--- src/rtl/vga_line_fetch_ctrl.sv ---
// Ping-pong line fetcher and 2^SCALE_LOG2 upscaler feeding pixels in step with VgaSyncGen.
// Define VGA_UNDERRUN_STALL_EN to stall timing on a late fetch instead of showing a stale line.
module vga_line_fetch_ctrl #(
    parameter int HTOTAL     = 832,
    parameter int VTOTAL     = 520,
    parameter int HBLANK     = 192,
    parameter int VBLANK     = 40,
    parameter int SRC_W      = 160,
    parameter int SRC_H      = 120,
    parameter int SCALE_LOG2 = 2,
    parameter int AW         = 16,
    parameter int FB_BASE    = 0
) (
    input  logic          px_clk,
    input  logic          reset_n,
    input  logic          enable,
    input  logic [9:0]    hc,
    input  logic [9:0]    vc,
    output logic          timing_en,
    output logic          mem_req,
    output logic [AW-1:0] mem_addr,
    input  logic          mem_ack,
    input  logic [7:0]    mem_rdata,
    output logic [3:0]    pix,
    output logic          pix_active,
    output logic          underrun
);
    localparam int WPL = SRC_W / 2;
    localparam int WW  = $clog2(WPL);
    localparam int LW  = $clog2(SRC_H);
    localparam logic [9:0]    HLAST = 10'(HTOTAL - 1);
    localparam logic [9:0]    VLAST = 10'(VTOTAL - 1);
    localparam logic [9:0]    HBL   = 10'(HBLANK);
    localparam logic [9:0]    VBL   = 10'(VBLANK);
    localparam logic [9:0]    SMASK = 10'((1 << SCALE_LOG2) - 1);
    localparam logic [9:0]    NGRP  = 10'(SRC_H);
    localparam logic [9:0]    GLAST = 10'(SRC_H - 1);
    localparam logic [WW-1:0] WLAST = WW'(WPL - 1);

    typedef enum logic [1:0] {S_IDLE = 2'd0, S_REQ = 2'd1, S_WAIT = 2'd2} state_t;

    state_t        state_q, state_d;
    logic [LW-1:0] line_q, line_d, pend_line_q, pend_line_d, launch_line_s;
    logic [WW-1:0] word_q, word_d, bidx_s;
    logic [AW-1:0] mem_addr_q, mem_addr_d;
    logic [3:0]    pix_q, pix_d;
    logic [7:0]    buf0_q [0:WPL-1];
    logic [7:0]    buf1_q [0:WPL-1];
    logic [7:0]    byte_s;
    logic [9:0]    v_next_s, vrel_s, next_grp_s, x_s;
    logic fetch_done_q, fetch_done_d, front_q, front_d, pend_q, pend_d;
    logic mem_req_q, mem_req_d, underrun_q, underrun_d, pix_active_q, pix_active_d;
    logic at_swap_s, te_s, swap_s, ack_s, done_eff_s, fs_launch_s, sw_launch_s, active_s;

    function automatic logic [AW-1:0] fetch_addr(input logic [LW-1:0] l, input logic [WW-1:0] w);
        return AW'(FB_BASE) + AW'(l) * AW'(WPL) + AW'(w);
    endfunction

    // Decode whether the line after this one starts a new source-line group
    always_comb begin
        v_next_s   = (vc == VLAST) ? 10'd0 : vc + 10'd1;
        vrel_s     = v_next_s - VBL;
        next_grp_s = vrel_s >> SCALE_LOG2;
        at_swap_s  = (hc == HLAST) && (v_next_s >= VBL) && ((vrel_s & SMASK) == 10'd0)
                     && (next_grp_s < NGRP);
        ack_s      = (state_q == S_WAIT) && mem_ack;
        done_eff_s = fetch_done_q || (ack_s && (word_q == WLAST));
    end

`ifdef VGA_UNDERRUN_STALL_EN
    logic stall_q;
    // Freeze timing at the swap point until the back buffer is complete
    always_comb begin
        if (enable && at_swap_s && (stall_q ? !fetch_done_q : !done_eff_s)) te_s = 1'b0;
        else te_s = 1'b1;
    end

    // Remember that we are already waiting, so release waits for the registered done
    always_ff @(posedge px_clk or negedge reset_n) begin
        if (!reset_n) stall_q <= 1'b0;
        else          stall_q <= at_swap_s && !te_s;
    end
`else
    assign te_s = 1'b1;
`endif

    // Swap and launch events
    always_comb begin
        swap_s        = at_swap_s && te_s;
        fs_launch_s   = enable && te_s && (hc == 10'd0) && (vc == 10'd0);
        sw_launch_s   = enable && swap_s && (next_grp_s < GLAST);
        launch_line_s = sw_launch_s ? LW'(next_grp_s + 10'd1) : {LW{1'b0}};
    end

    // Fetch FSM next state; a launch arriving mid-fetch is queued until IDLE
    always_comb begin
        state_d      = state_q;
        line_d       = line_q;
        word_d       = word_q;
        fetch_done_d = fetch_done_q;
        pend_d       = pend_q;
        pend_line_d  = pend_line_q;
        mem_req_d    = mem_req_q;
        mem_addr_d   = mem_addr_q;
        front_d      = front_q;
        underrun_d   = underrun_q || (enable && at_swap_s && !done_eff_s);
        case (state_q)
            S_IDLE: begin
                if (enable && (fs_launch_s || sw_launch_s || pend_q)) begin
                    line_d       = (fs_launch_s || sw_launch_s) ? launch_line_s : pend_line_q;
                    word_d       = {WW{1'b0}};
                    fetch_done_d = 1'b0;
                    pend_d       = 1'b0;
                    state_d      = S_REQ;
                end else begin
                    state_d = S_IDLE;
                end
            end
            S_REQ: begin
                if (enable) begin
                    mem_req_d  = 1'b1;
                    mem_addr_d = fetch_addr(line_q, word_q);
                    state_d    = S_WAIT;
                end else begin
                    state_d = S_IDLE;
                end
            end
            S_WAIT: begin
                if (!mem_ack) begin
                    state_d = S_WAIT;
                end else if (word_q == WLAST) begin
                    fetch_done_d = 1'b1;
                    mem_req_d    = 1'b0;
                    state_d      = S_IDLE;
                end else if (!enable) begin
                    mem_req_d = 1'b0;
                    state_d   = S_IDLE;
                end else begin
                    word_d     = word_q + WW'(1);
                    mem_addr_d = fetch_addr(line_q, word_q + WW'(1));
                end
            end
            default: begin
                mem_req_d = 1'b0;
                state_d   = S_IDLE;
            end
        endcase
        if ((state_q != S_IDLE) && (fs_launch_s || sw_launch_s)) begin
            pend_d      = 1'b1;
            pend_line_d = launch_line_s;
        end else begin
            pend_line_d = pend_line_q;
        end
        if (swap_s) begin
            front_d      = ~front_q;
            fetch_done_d = 1'b0;
        end else begin
            front_d = front_q;
        end
    end

    // Pixel path: one cycle behind hc/vc, matching VgaSyncGen's registered coordinates
    always_comb begin
        active_s     = (hc >= HBL) && (vc >= VBL);
        x_s          = hc - HBL;
        bidx_s       = WW'(x_s >> (SCALE_LOG2 + 1));
        byte_s       = front_q ? buf1_q[bidx_s] : buf0_q[bidx_s];
        pix_active_d = active_s;
        if (active_s && enable) pix_d = x_s[SCALE_LOG2] ? byte_s[7:4] : byte_s[3:0];
        else                    pix_d = 4'd0;
    end

    // State and output registers
    always_ff @(posedge px_clk or negedge reset_n) begin
        if (!reset_n) begin
            state_q      <= S_IDLE;
            line_q       <= {LW{1'b0}};
            word_q       <= {WW{1'b0}};
            fetch_done_q <= 1'b0;
            front_q      <= 1'b0;
            pend_q       <= 1'b0;
            pend_line_q  <= {LW{1'b0}};
            mem_req_q    <= 1'b0;
            mem_addr_q   <= {AW{1'b0}};
            underrun_q   <= 1'b0;
            pix_q        <= 4'd0;
            pix_active_q <= 1'b0;
        end else begin
            state_q      <= state_d;
            line_q       <= line_d;
            word_q       <= word_d;
            fetch_done_q <= fetch_done_d;
            front_q      <= front_d;
            pend_q       <= pend_d;
            pend_line_q  <= pend_line_d;
            mem_req_q    <= mem_req_d;
            mem_addr_q   <= mem_addr_d;
            underrun_q   <= underrun_d;
            pix_q        <= pix_d;
            pix_active_q <= pix_active_d;
        end
    end

    // Back-buffer write; contents need no reset since they are filled before display
    always_ff @(posedge px_clk) begin
        if (ack_s) begin
            if (front_q) buf0_q[word_q] <= mem_rdata;
            else         buf1_q[word_q] <= mem_rdata;
        end
    end

    assign timing_en  = te_s;
    assign mem_req    = mem_req_q;
    assign mem_addr   = mem_addr_q;
    assign pix        = pix_q;
    assign pix_active = pix_active_q;
    assign underrun   = underrun_q;
endmodule

--- config.mk ---
export PLATFORM = sky130hd
export DESIGN_NAME = vga_line_fetch_ctrl
export DESIGN_NICKNAME = d
export VERILOG_FILES = /design/src/rtl/vga_line_fetch_ctrl.sv
export SDC_FILE = /design/constraint.sdc
export NUM_CORES = 1
export LEC_CHECK = 0
export ABC_CLOCK_PERIOD_IN_PS = 2800
export CAP_MARGIN = 0
export CORE_MARGIN = 3
export CORE_UTILIZATION = 30
export DETAILED_ROUTE_END_ITERATION = 8
export PLACE_DENSITY = 0.54
export SLEW_MARGIN = 15
export SYNTH_ARGS = -nofsm -noshare
export SYNTH_HDL_FRONTEND = slang
export SYNTH_SLANG_ARGS = --single-unit
--- constraint.sdc ---
create_clock -name px_clk -period 2.8 [get_ports px_clk]
set_input_delay 0.56 -clock px_clk [delete_from_list [all_inputs] [get_ports px_clk]]
set_output_delay 0.56 -clock px_clk [all_outputs]
set_load 0.01 [all_outputs]
==> out/qor.yml <==
run_status: "finished, final reports clean"
power.share.clock_pct: 43.3
cp_data_arrival_time_ns: 3.35
timing.critical_path.slowest_cell_delay_ns: 0.38
final_estimated_routing_congestion_in_global_placement: 0.8497
dieWidth_um: 426.1
grt_util_all_layers_pct: 14.92
globalRoute.totalOverflow: 0
placementRows: 153
ctsLongestPathBuffers: 3
synth_edf_count: 1280
cells_after_synthesis: 2532
worst_clock_skew_ns: 0.04186
cpMostUsedCell: "a211o_1"
clock_insertion_delay_worst_skew_ns: 0.79
drt_first_iter_violations: 2476
postSynth.topFlopCell: "edfxtp_1"
synthDominantAreaCellType: "edfxtp_1"
number_of_antenna_violating_nets_in_the_routed_design: 0
worst_r2r_path_depth: 11
yosys-top-cells-area: "edfxtp_1, mux4_2, dfrtp_1"
setup.worst_path.class: "in2reg"
report.final.hold_viol_count: 0
synthToLayoutAreaGrowth_pct: 22.91
die_ar_um2: 181500
yosys_warnings: 0
total_leakage_power_uw: 0.02140
antenna_found_initial: 2
first_global_vias: 27562
postSynthRegisterBits: 1328
post-route-drc-count: 0
total_power_uw: 42900
routed_wirelength_um: 134300
ys_async_sr_fraction_pct: 3.614
power.internal_uw: 33700
critPathMaxFanout: 6
routed-via-count: 27076
cts-root-buf: "clkbuf_16"
synth-seq-area-share_pct: 74.88
die_height_um: 426.1
timing.final.crit_share_pct: 96.31
hold_class: "in2reg"
via_per_inst: 4.894
drv_cap: 0
synth.cell_area_um2: 52930
drive_above_1_share_pct: 36.21
setup.worst_path.end_class: "flip-flop"
top_level_ports: 56
estimated_wirelength_of_the_detail_placed_design_um: 88570
global_route_wire_length_before_repair_um: 198000
grt_max_degree: 84
postSynthAreaPerCell_um2: 20.91
cts_tree: "done"
critical_path.top_delay_family: "simple AND/OR/NAND/NOR gates"
io_buffer_count: 53
maxSlewHeadroom_pct: 36.76
rrSetupSlack_ns: 0.19
worstSetupStartpointType: "primary input"
syn-num-nets: 2587
total_switching_power_uw: 9204
fmax_ghz: 0.3708
core_area_um2: 174600
ir_worst_vdd_mv: 0.5320
rsz0062_at_grt: "no"
critical_path.n_buffers_inverters: 2
crit_path_cell_trace: "clkbuf_2 -> or3_4 -> nor3_2 -> a211o_1 -> and2_4 -> ha_4 -> inv_2 -> o211ai_1 -> a211oi_2 -> a211o_1 -> and4b_2 -> and3_4 -> o22ai_4 -> mux2_4"
crit_slowest_cell: "or3_4"
fillerInstances: 16001
cts.clk_slew.worst_paths_ns: 0.06
fin_ws_ns: 0.1033
p_seq_share_pct: 50.8
worst-slew-pin-transition_ns: 0.9485
p_comb_share_pct: 5.9
power.switching_fraction_pct: 21.45
regToRegEndpoint: "mem_addr[12]"
cp-endpoint: "pend_line_q[0]"
synth_top_area_share_pct: 72.61
power.density_nw_per_um2: 659.4
net_total_in_the_final_layout: 3151
cp-startpoint: "vc[6]"
synth_cell_types: 75
crit_cells: 14
period_needed_ns: 2.697
cp_data_required_time_ns: 3.45
timing.final.max_slew_violations: 0
pre_cts_ws_ns: -0.9929
clkSinkCount: 1328
first_drt_pass_iteration_count: 5
initial_utilization_pct: 30.32
number_of_h_tree_levels: 4
timing.rr.start: "line_q[1]"
num_cts_buffers: 144
final-setup-viol-count: 0
routedWlPerCell_um: 24.28
hold-worst-slack_ns: 0.1901
[how the worst min path moves through the flow]
| stage | slack, ns | start | cells past startpoint | to |
|---|---|---|---|---|
| floorplan | 0.26 | reset_n | 0 | fetch_done_q |
| global placement | 0.47 | pend_line_q[2] | 1 | pend_line_q[2] |
| detailed placement | 0.47 | pend_line_q[2] | 1 | pend_line_q[2] |
| CTS | 0.14 | mem_rdata[1] | 1 | buf0_q[70][1] |
| global route | 0.14 | mem_rdata[1] | 1 | buf0_q[69][1] |
| finish | 0.19 | mem_rdata[1] | 1 | buf0_q[71][1] |
[timing repair]
| item | CTS | global route |
|---|---|---|
| buffers inserted | 2 | 3 |
| hold buffers | 1 | 0 |
| endpoints found under the setup margin | 24 | 26 |
| resized for setup | 18 | 26 |
| hold endpoints to repair | 25 | 0 |
| pin swaps | 10 | 14 |
| gates cloned | 0 | 0 |
[worst register-to-register path: stages, from the launching register on]
cell,delay [ns]
dfrtp_1,0.44
ha_1,0.31
ha_1,0.16
inv_1,0.06
fa_1,0.46
inv_1,0.07
a21oi_1,0.06
o21bai_1,0.20
xnor2_1,0.15
nor3_1,0.25
xnor2_1,0.09
mux2_2,0.26
[metal layers]
metal | vias to the layer above | GRT usage [%] | share of wire (%)
li1 | 11624 | - | -
met3 | 159 | 2.882 | 5.8
met4 | 0 | 3.595 | 2.0
met5 | - | 0 | 0
met1 | 14523 | 21.39 | 45
met2 | 770 | 23.43 | 47
[sequential cells by signal, indices dropped and copies added, names as in the netlist]
signal	flops
underrun	1
mem_addr	15
pend_line_q	7
buf1_q	640
pix	4
front_q	1
pix_active	1
buf0_q	640
line_q	7
pend_q	1
word_q	7
state_q	2
fetch_done_q	1
mem_req	1
[cell usage after synthesis (20+ instances only)]
library cell	count
nand2_1	103
buf_4	20
nor2_1	194
clkbuf_1	57
dfrtp_1	48
mux4_2	383
edfxtp_1	1280
o21ai_0	36
mux2i_1	35
nor3_1	25
ha_1	21
nand3_1	31
buf_2	43
[power groups by stage]
stage,sequential (µW),combinational [µW],clock (µW)
5_1_grt,21800,2710,19900
3_3_place_gp,22200,2540,0
6_report,21800,2540,18600
4_1_cts,21800,2570,19100
3_5_place_dp,22200,2560,0
2_1_floorplan,22200,1220,0
[logic make-up after synthesis]
logic type | count (synthesis) | share of synthesized area (%)
simple gates | 426 | 3.581
fa+ha+maj | 23 | 0.5720
mux | 433 | 17.30
compound gates | 132 | 1.690
xor+xnor | 33 | 0.5460
buf+inv | 155 | 1.418
flops | 1328 | 74.88
other cells | 2 | 0.01419
[cells in the final DEF, fill, tap and decap left out, types with 8 or more instances in the layout]
cell / instances
edfxtp_1: 1280
buf_4: 449
mux4_2: 383
nor2_1: 192
clkbuf_16: 146
nand2_1: 103
buf_12: 57
dfrtp_1: 48
mux2i_1: 33
nand3_1: 30
o21ai_0: 30
clkinv_1: 29
clkbuf_1: 29
clkdlybuf4s50_1: 29
nor3_1: 21
ha_1: 18
xnor2_1: 16
nor2b_1: 15
a21oi_1: 15
nand4_1: 14
inv_1: 13
xor2_1: 13
clkinv_2: 13
o22ai_1: 12
mux2_2: 11
a31oi_1: 11
bufinv_16: 11
a211oi_1: 8
[through the flow]
| step | instance area [µm²] | utilization [%] | std cells | setup TNS (ns) |
|---|---|---|---|---|
| after floorplan | 53150 | - | 2532 | -10.61 |
| final | 65060 | 37.27 | 5533 | 0 |
| after CTS | 64980 | 37.22 | 5528 | 0 |
| after global placement | 60240 | 34.51 | 5269 | -25.27 |
| after detailed placement | 60240 | 34.51 | 5269 | -26.34 |
| after global routing | 65060 | 37.26 | 5531 | 0 |
[layout make-up]
class | count | area [µm²] | share of cell area [%]
tap | 2325 | 2909 | 4.471
clock buffer | 179 | 3817 | 5.867
timing repair buffer | 558 | 5035 | 7.738
clock inverter | 77 | 857.1 | 1.317
sequential | 1328 | 39640 | 60.92
multi-input combinational | 1049 | 12740 | 19.59
inverter | 15 | 56.30 | 0.08654
antenna | 2 | 5.005 | 0.007692
(Power assumes the default switching activity.)
==> edit (config.mk and constraints unchanged) <==
Re-encode `state_t` (3 states) as one-hot, 3 bits wide.
--- a/src/rtl/vga_line_fetch_ctrl.sv
+++ b/src/rtl/vga_line_fetch_ctrl.sv
@@ -39,3 +39,3 @@
 
-    typedef enum logic [1:0] {S_IDLE = 2'd0, S_REQ = 2'd1, S_WAIT = 2'd2} state_t;
+    typedef enum logic [2:0] {S_IDLE = 3'b001, S_REQ = 3'b010, S_WAIT = 3'b100} state_t;
 
Function: no difference found for any inputs over 4 cycles, from zero or initial values and one cycle with reset_n low; so few cycles prove little.
==> edit against the unedited design <==
- sequential cell count increased by 1
- global-route usage decreased by 0.10 points
- via count decreased by 0.68%
- final area decreased by 1.1%
- sequential share of layout area increased by 0.72 points
- worst setup slack got worse by 0.0058 ns
- total power decreased by 3.2%
- routed wire length decreased by 0.41%
- count of clock-buffer cells in the layout decreased by 1
- area after synthesis decreased by 0.49%
- largest cell class unchanged
- highest routed layer unchanged
==> edit: results (changes against the unedited design) <==
| Metric | Value |
|---|---|
| DR iter-0 viols | `2236 (was 2476)` |
| Initial antenna violation count | `2 (unchanged)` |
| Port-buffer cells | `53 (unchanged)` |
| Clk root buf | `clkbuf_16 (unchanged)` |
| Crit-path max FO | `33 (was 6)` |
| Synthesis Warnings | `0 (unchanged)` |
| Via density | `4.89 (about the same)` |
| CTS clk-pin slew, worst paths | `0.06 ns (about the same)` |
| H-tree Lvls | `4 (unchanged)` |
| Num CTS Buffers | `139 (was 144)` |
| Synthesized Nets | `2585 (was 2587)` |
| Post-synthesis sequential area ratio | `75.3% (was 74.9%)` |
| Adder-cell share of the synthesized area | `0.575% (was 0.572%)` |
| Layout cells sized above 1 | `35.4% (was 36.2%)` |
| Status | `finished clean (unchanged)` |
| Tightest Hold Check Type | `input pin to register (unchanged)` |
| XOR/XNOR Fraction of Synth Area | `0.499% (was 0.546%)` |
| Pin count of the biggest net entering global routing | `161 (was 84)` |
| Ys flop type | `edfxtp_1 (unchanged)` |
| Critical Path AT | `3.33 ns (was 3.35 ns)` |
| Synth Area in Compound Gates | `3.31% (was 1.69%)` |
| Synth unique cells | `66 (was 75)` |
| Leakage | `20.9 nW (was 21.4 nW)` |
| Vias in the first global route | `27700 (was 27600)` |
| Top cells by area, synth | `edfxtp_1, mux4_2, dfrtp_1 (unchanged)` |
| Final RePlAce weighted congestion | `0.811 (was 0.850)` |
| Worst-Skew Late Latency | `0.75 ns (was 0.79 ns)` |
| Maximum clock insertion buffer count | `3 (unchanged)` |
| Drt first pass iters | `5 (unchanged)` |
| EDFF count, synth | `1280 (unchanged)` |
| Dpl ws | `-1.19 ns (was -0.993 ns)` |
| Async set or reset register ratio after synthesis | `3.69% (was 3.61%)` |
| Sw frac | `21.0% (was 21.5%)` |
| VDD IR max | `0.370 mV (was 0.532 mV)` |
| Detailed placement HPWL | `87900 um (was 88600 um)` |
| Setup Skew | `0.0275 ns (was 0.0419 ns)` |
| Post-synthesis mux area share | `15.4% (was 17.3%)` |
| Fillers | `16100 (was 16000)` |
| Slew headroom | `32.5% (was 36.8%)` |
| Total Routing Usage GR | `14.8% (was 14.9%)` |
| First-pass GRT wire length | `195000 um (was 198000 um)` |
| Final net count | `3138 (was 3151)` |
| Final WL | `134000 um (about the same)` |
| Post-synth top cells | `edfxtp_1, mux4_2, nor2_1, nand2_1, clkbuf_1 (unchanged)` |
## edit: cell types whose count changed in the layout (fill, tap and decap cells not counted), moves of 24 or more
cell,unedited run,this run
a21oi_1,15,41
a22o_1,1,29
a22oi_1,4,42
mux2i_1,33,2
mux4_2,383,348
nand2_1,103,79
## edit: worst max-delay path, cell delays in order
cell and delay [ns]:
buf_8 0.30, buf_12 0.25, buf_12 0.16, buf_4 0.13
mux4_2 0.32, a22o_1 0.31, a221oi_2 0.27, o22ai_2 0.17
nor3_4 0.20, nor2_1 0.08, nor4_2 0.40, o21ai_1 0.10
## edit: kinds of logic after synthesis
group | count (synthesis)
flip-flops | 1329
AND/OR/NAND/NOR | 387
multiplexers | 364
AO/OA/AOI/OAI | 241
buffers and inverters | 154
XOR/XNOR | 30
adder cells (fa/ha/maj) | 23
other | 2
## edit: routing by layer
metal	track usage, %	up-vias	part of all wire (%)	wire (um)
met5	0	-	0	0
met4	5.08	0	3.0	3990
met3	2.42	195	4.9	6550
met2	24.5	691	50	66400
met1	19.8	14300	43	56900
li1	-	11700	-	-
## edit: worst paths after layout
kind / endpoint / depth (start not counted) / startpoint / slack, ns
min reg2reg: underrun / 1 / underrun / 0.48
min: buf0_q[32][7] / 1 / mem_rdata[7] / 0.22
max: pix[0] / 12 / hc[4] / 0.1
max in group asynchronous: mem_addr[10] / 3 / reset_n / 1.81
max reg2reg: pix[1] / 10 / buf0_q[15][1] / 0.23
min in group asynchronous: pix_active / 3 / reset_n / 0.49
## edit: per-stage QoR
step	instance area, um^2	instances	hold slack [ns]
floorplan	52800	2530	0.264
global placement	59700	5251	0.460
detailed placement	59700	5251	0.458
CTS	64100	5492	0.173
global route	64300	5503	0.194
finish	64300	5504	0.225
## edit: what timing repair did
| item | CTS | global route |
|---|---|---|
| setup endpoints to repair | 27 | 352 |
| cloned | 0 | 1 |
| hold buffers | 1 | 0 |
| buffers inserted | 5 | 9 |
| resized for setup | 36 | 42 |
| endpoints found under the hold margin | 48 | 0 |
| pin swaps | 11 | 17 |
## edit: power by group through the flow
| stage | logic (mW) | clock network [mW] | registers (mW) |
|---|---|---|---|
| 3_3_place_gp | 2.43 | 0 | 22.2 |
| 3_5_place_dp | 2.44 | 0 | 22.2 |
| 5_1_grt | 2.64 | 18.5 | 21.8 |
| 4_1_cts | 2.49 | 17.7 | 21.8 |
| 2_1_floorplan | 1.15 | 0 | 22.2 |
| 6_report | 2.48 | 17.2 | 21.8 |
## edit: area by class of cell
cell class	count	area share (%)
clock buffer	178	5.75
tap	2325	4.52
antenna	2	0.00778
clock inverter	57	0.774
inverter	15	0.0895
timing repair buffer	551	7.70
multi-input combinational	1047	19.5
sequential	1329	61.6
